## src/rtl/tli4970_pkg.sv

```systemverilog
// Shared definitions for the TLI4970 SPI responder: state encoding, frame layout and defaults.
package tli4970_pkg;

    localparam int unsigned FRAME_BITS             = 16;
    localparam int unsigned DATA_BITS              = 13;
    localparam int unsigned CNT_BITS               = 4;
    localparam int unsigned COUNT_BITS             = 16;
    localparam int unsigned DEFAULT_CURRENT_OFFSET = 4096;

    localparam int unsigned MSG_TYPE_BIT = 15;
    localparam int unsigned PARITY_BIT   = 14;
    localparam int unsigned OCD_BIT      = 13;
    localparam int unsigned DATA_MSB     = 12;

    typedef enum logic [1:0] {
        ST_IDLE  = 2'd0,
        ST_LOAD  = 2'd1,
        ST_SHIFT = 2'd2,
        ST_DONE  = 2'd3
    } state_t;

endpackage

```

## src/rtl/tli4970_spi_responder_spi_input_sync.sv

```systemverilog
// Two-flop synchroniser plus history flop for sclk and ss_n, producing single-cycle edge strobes.
module spi_input_sync
    import tli4970_pkg::*;
(
    input  logic clock,
    input  logic reset,
    input  logic sclk,
    input  logic ss_n,
    output logic sclk_fall_c,
    output logic ss_fall_c,
    output logic ss_rise_c
);

    logic [1:0] sclk_sync;
    logic       sclk_hist;
    logic [1:0] ss_sync;
    logic       ss_hist;

    // ss chain resets low so a select still held after reset never looks like a fresh fall
    always_ff @(posedge clock or posedge reset) begin
        if (reset) begin
            sclk_sync <= 2'b00;
            sclk_hist <= 1'b0;
            ss_sync   <= 2'b00;
            ss_hist   <= 1'b0;
        end else begin
            sclk_sync <= {sclk_sync[0], sclk};
            sclk_hist <= sclk_sync[1];
            ss_sync   <= {ss_sync[0], ss_n};
            ss_hist   <= ss_sync[1];
        end
    end

    assign sclk_fall_c = sclk_hist & ~sclk_sync[1];
    assign ss_fall_c   = ss_hist & ~ss_sync[1];
    assign ss_rise_c   = ~ss_hist & ss_sync[1];

endmodule

```

## src/rtl/tli4970_spi_responder.sv

```systemverilog
// SPI slave emulating a TLI4970 current sensor; serves 16-bit current or status frames.
// Optional odd parity in bit14 is built when TLI4970_RESPONDER_PARITY_EN is defined.
module tli4970_spi_responder
    import tli4970_pkg::*;
#(
    parameter int unsigned FRAME_BITS     = tli4970_pkg::FRAME_BITS,
    parameter int unsigned CURRENT_OFFSET = DEFAULT_CURRENT_OFFSET
) (
    input  logic        clock,
    input  logic        reset,
    input  logic        sclk,
    input  logic        ss_n,
    output logic        miso,
    output logic        miso_oe,
    input  logic [12:0] current_in,
    input  logic        ocd_in,
    input  logic        value_valid,
    input  logic        status_req,
    input  logic [12:0] status_in,
    output logic        frame_done,
    output logic        frame_error,
    output logic [15:0] frames_served
);

    localparam int unsigned LAST_BIT = FRAME_BITS - 1;

    logic sclk_fall;
    logic ss_fall;
    logic ss_rise;

    spi_input_sync u_sync (
        .clock       (clock),
        .reset       (reset),
        .sclk        (sclk),
        .ss_n        (ss_n),
        .sclk_fall_c (sclk_fall),
        .ss_fall_c   (ss_fall),
        .ss_rise_c   (ss_rise)
    );

    state_t                  state, state_next;
    logic [FRAME_BITS-1:0]   shift_reg, shift_next;
    logic [CNT_BITS-1:0]     bit_cnt, cnt_next;
    logic                    miso_next;
    logic                    frame_done_next;
    logic                    frame_error_next;
    logic [COUNT_BITS-1:0]   served_next;
    logic                    status_pending, status_pending_next;
    logic [DATA_BITS-1:0]    pend_current;
    logic                    pend_ocd;
    logic [FRAME_BITS-1:0]   frame_word;

    // Frame assembly from the pending registers, sampled only when LOAD commits it
    always_comb begin
        frame_word = '0;
        if (status_pending) begin
            frame_word[MSG_TYPE_BIT]  = 1'b1;
            frame_word[DATA_MSB:0]    = status_in;
        end else begin
            frame_word[OCD_BIT]       = pend_ocd;
            frame_word[DATA_MSB:0]    = pend_current + DATA_BITS'(CURRENT_OFFSET);
        end
`ifdef TLI4970_RESPONDER_PARITY_EN
        frame_word[PARITY_BIT] = ~(^frame_word);
`endif
    end

    // Next-state and output logic
    always_comb begin
        state_next          = state;
        shift_next          = shift_reg;
        cnt_next            = bit_cnt;
        miso_next           = 1'b0;
        frame_done_next     = 1'b0;
        frame_error_next    = 1'b0;
        served_next         = frames_served;
        status_pending_next = status_pending;

        if (ss_rise && (state == ST_LOAD || state == ST_SHIFT)) begin
            state_next       = ST_IDLE;
            frame_error_next = 1'b1;
        end else begin
            case (state)
                ST_IDLE: begin
                    if (ss_fall) begin
                        state_next = ST_LOAD;
                    end
                end
                ST_LOAD: begin
                    shift_next = frame_word;
                    cnt_next   = '0;
                    miso_next  = frame_word[FRAME_BITS-1];
                    state_next = ST_SHIFT;
                    if (status_pending) begin
                        status_pending_next = 1'b0;
                    end
                end
                ST_SHIFT: begin
                    if (sclk_fall) begin
                        shift_next = {shift_reg[FRAME_BITS-2:0], 1'b0};
                        cnt_next   = CNT_BITS'(bit_cnt + 1'b1);
                        if (bit_cnt == CNT_BITS'(LAST_BIT)) begin
                            state_next = ST_DONE;
                        end
                    end
                    miso_next = (state_next == ST_DONE) ? 1'b0 : shift_next[FRAME_BITS-1];
                end
                ST_DONE: begin
                    if (ss_rise) begin
                        frame_done_next = 1'b1;
                        served_next     = COUNT_BITS'(frames_served + 1'b1);
                        state_next      = ST_IDLE;
                    end
                end
                default: begin
                    state_next = ST_IDLE;
                end
            endcase
        end

        // A request arriving during LOAD must survive the clear above
        if (status_req) begin
            status_pending_next = 1'b1;
        end
    end

    always_ff @(posedge clock or posedge reset) begin
        if (reset) begin
            state          <= ST_IDLE;
            shift_reg      <= '0;
            bit_cnt        <= '0;
            miso           <= 1'b0;
            miso_oe        <= 1'b0;
            frame_done     <= 1'b0;
            frame_error    <= 1'b0;
            frames_served  <= '0;
            status_pending <= 1'b0;
            pend_current   <= '0;
            pend_ocd       <= 1'b0;
        end else begin
            state          <= state_next;
            shift_reg      <= shift_next;
            bit_cnt        <= cnt_next;
            miso           <= miso_next;
            miso_oe        <= (state_next != ST_IDLE);
            frame_done     <= frame_done_next;
            frame_error    <= frame_error_next;
            frames_served  <= served_next;
            status_pending <= status_pending_next;
            if (value_valid) begin
                pend_current <= current_in;
                pend_ocd     <= ocd_in;
            end
        end
    end

endmodule
```

## config.mk

```make
export PLATFORM = sky130hd
export DESIGN_NAME = tli4970_spi_responder
export DESIGN_NICKNAME = d
export VERILOG_FILES = /design/src/rtl/tli4970_pkg.sv /design/src/rtl/tli4970_spi_responder_spi_input_sync.sv /design/src/rtl/tli4970_spi_responder.sv
export SDC_FILE = /design/constraint.sdc
export NUM_CORES = 1
export LEC_CHECK = 0
export ABC_CLOCK_PERIOD_IN_PS = 2200
export BUFFER_PORTS_ARGS = -buffer_cell sky130_fd_sc_hd__buf_2
export CORE_ASPECT_RATIO = 0.6
export CORE_MARGIN = 5
export CORE_UTILIZATION = 55
export CTS_CLUSTER_SIZE = 12
export DETAILED_ROUTE_END_ITERATION = 6
export HOLD_SLACK_MARGIN = 0.1
export PLACE_DENSITY = 0.79
export SYNTH_ARGS = -nofsm -noshare
export SYNTH_HDL_FRONTEND = slang
export SYNTH_SLANG_ARGS = --single-unit
export TNS_END_PERCENT = 10
```

## constraint.sdc

```tcl
create_clock -name clock -period 2.2 [get_ports clock]
set_clock_uncertainty 0.05 [all_clocks]
set_input_delay 0.22 -clock clock [delete_from_list [all_inputs] [get_ports clock]]
set_output_delay 0.22 -clock clock [all_outputs]
set_load 0.02 [all_outputs]
```

==> results.tsv <==
stage	metric	value	unit
synthesis	syn_area	2800	um2
global_route	grt.total_usage	20.6	%
power	peakVddDrop	0.533	mV
floorplan	dieHeight	65.3	um
timing	timing_hold_violations_final	0	
placed_design	numPortBuffers	52	
cts	cts.sinks	63	
synthesis	syn_nets	285	
timing	maxSlewHeadroom	65.9	%
floorplan	rows	20	
floorplan	die_x	102	um
floorplan	core	5000	um2
synthesis	synthXorXnorAreaFrac	5.31	%
setup_path	worstSetupPathType	flip-flop to flip-flop	
synthesis	synth_top_family_by_area	simple AND/OR/NAND/NOR gates	
route	first_iter_violations	107	
finish	layout_commonest_cell	dfrtp_1	
setup_path	worstPathMaxFanout	7	
synthesis	muxShareOfSynthArea	10.3	%
setup_path	r2r.worst_path.cells	6	
route	route.detailed.drc	0	
synthesis	async_flop_share	100	%
global_route	grt_start_max_net_pins	64	
timing	tns	0	ps
cts	cts_tree	yes	
setup_path	crit_start	state[0]	
synthesis	yosys_register_bits	63	
timing	worstMarginPinSlew	511	ps
run	maxCapViolations	0	
synthesis	synth_edf_count	0	
placed_design	dp_hpwl	4.09	mm
synthesis	synth_sequential_area_ratio	56.3	%
route	totalWireLength	6.06	mm
finish	drive_gt1_share	29.4	%
synthesis	synthCells	246	
cts	path_clk_slew	70	ps
outcome	outcome	complete, no violations	
finish	final_cell_mix	dfrtp_1 (63), buf_2 (52), nand2_1 (28)	
setup_path	r2r_start	state[0]	
setup_path	r2r_end	frames_served[15]	
global_route	grt_pass1_wl	10.2	mm
cts	postCtsSetupBuffers	0	
floorplan	ios	53	
synthesis	synth_compound_area_share	9.33	%
timing	setup_viol	0	
setup_path	worstSetupEndpointType	flip-flop	
timing	max_freq	0.502	GHz
synthesis	synth_top_area_share	56.3	%
timing	finalCriticalPeriod	1990	ps
setup_path	worst_setup_path_start_kind	flip-flop	
cts	clk_latency	350	ps
finish	layout.nets	361	
timing	slew_viol_final	0	
global_route	grt_overflow	0	
power	p_leak	1.84	nW
synthesis	ys_types	40	
route	dr.pass1.iters	4	
finish	final_util	71.8	%
global_route	antenna_found_initial	0	
route	wl_per_cell	15.4	um
floorplan	initial_core_util	56.0	%
timing	finalCritPeriodShare	90.5	%
setup_path	worstSetupEndpoint	frames_served[15]	
route	route.vias.total	2101	
hold_path	min_from	status_in[0]	
finish	area_growth	28.2	%
cts	cts_buffers	9	
route	drtAntennaViolNets	0	
finish	diodes	0	
cts	cts-root-buf	clkbuf_8	
synthesis	yosys_warnings	0	
setup_path	r2r_slack	210	ps
global_route	first_global_vias	2117	
synthesis	synthFlopType	dfrtp_1	
floorplan	die_area	6670	um2
placed_design	place_congestion	0.838	
synthesis	syn_area_per_cell	11.4	um2
setup_path	cp.required	2380	ps
cts	clockBufferDepth	2	
hold_path	worstHoldPathType	input pin to flip-flop	
setup_path	critical_path_arrival	2170	ps
route	vias_per_cell	5.35	
synthesis	synth-simple-area-share	13.4	%
synthesis	synth_fa_ha_area_share	2.68	%
synthesis	synth_top_cell_by_area	dfrtp_1	
synthesis	synth_top_cells_by_area	dfrtp_1 (56%), mux2_2 (6.0%), mux2i_1 (4.3%)	
power	power_per_cell_area	1010	nW/um2
cts	htree_levels	3	
timing	rsz0062_at_grt	false	
[logic make-up after synthesis]
group                      Yosys count
DFF                                 63
AOI/OAI and AO/OA                   43
and+or+nand+nor                     74
muxes                               27
buffers and inverters               16
xor gates and xnor gates            17
adders and majority gates            6
[per-stage QoR]
| stage | power (mW) | hold WS, ps | cell area [um2] | std cells | setup WS (ps) |
|---|---|---|---|---|---|
| detailed placement | 2.46 | 260 | 3160 | 359 | -20.4 |
| global placement | 2.41 | 255 | 3160 | 359 | 119 |
| finish | 3.62 | 192 | 3590 | 393 | 210 |
| floorplan | 2.18 | 201 | 2800 | 246 | 360 |
| global route | 3.85 | 192 | 3590 | 393 | 34.8 |
| CTS | 3.64 | 183 | 3570 | 393 | 32.6 |
[synth_stat cells (5+ instances only)]
cell type and count:
a21oi_1 14, buf_2 9, dfrtp_1 63, ha_1 6, inv_1 5, mux2_2 15, mux2i_1 12, nand2_1 28
nor2_1 19, o21ai_0 11, xnor2_1 11, xor2_1 6
[worst min path at each step]
stage	endpoint	slack, ps	depth (start not counted)
6_report	shift_reg[0]	190	3
5_1_grt	shift_reg[0]	190	3
4_1_cts	shift_reg[0]	180	3
3_5_place_dp	frame_done	260	3
3_3_place_gp	pend_current[2]	250	3
2_1_floorplan	u_sync.sclk_sync[0]	200	0
[where the power goes]
part / total, mW / internal (mW) / leakage (nW) / switching (mW)
Sequential: 1.56 / 1.38 / 0.803 / 0.175
Combinational: 0.930 / 0.425 / 0.926 / 0.505
Clock: 1.14 / 0.697 / 0.112 / 0.440
[final cells by class]
class / instances / area [um2]
fill: 364 / 1410
clock inverter: 5 / 80.1
inverter: 5 / 18.8
tap: 66 / 82.6
multi-input combinational: 167 / 1170
timing repair buffer: 76 / 510
clock buffer: 11 / 151
sequential: 63 / 1580
[critical path, cell delays in order (launching register included)]
cell and delay, ps:
dfrtp_1 430, inv_1 120, ha_1 350, nand4bb_4 340, nor3_4 290, nand3_1 140
xnor2_1 150
[metal layers]
metal | routed length, um | vias to the layer above | global-route usage [%]
met3 | 386 | 10 | 7.32
met2 | 2920 | 54 | 32.8
li1 | - | 1010 | -
met5 | 0 | - | 0
met1 | 2660 | 1027 | 26.3
met4 | 94 | 0 | 6.87
[timing repair]
| item | 4_1_cts | 5_1_grt |
|---|---|---|
| endpoints found under the setup margin | 3 | 6 |
| hold buffers | 18 | 0 |
| gates resized for setup | 1 | 2 |
| endpoints found under the hold margin | 80 | 0 |
(Power assumes the default switching activity.)
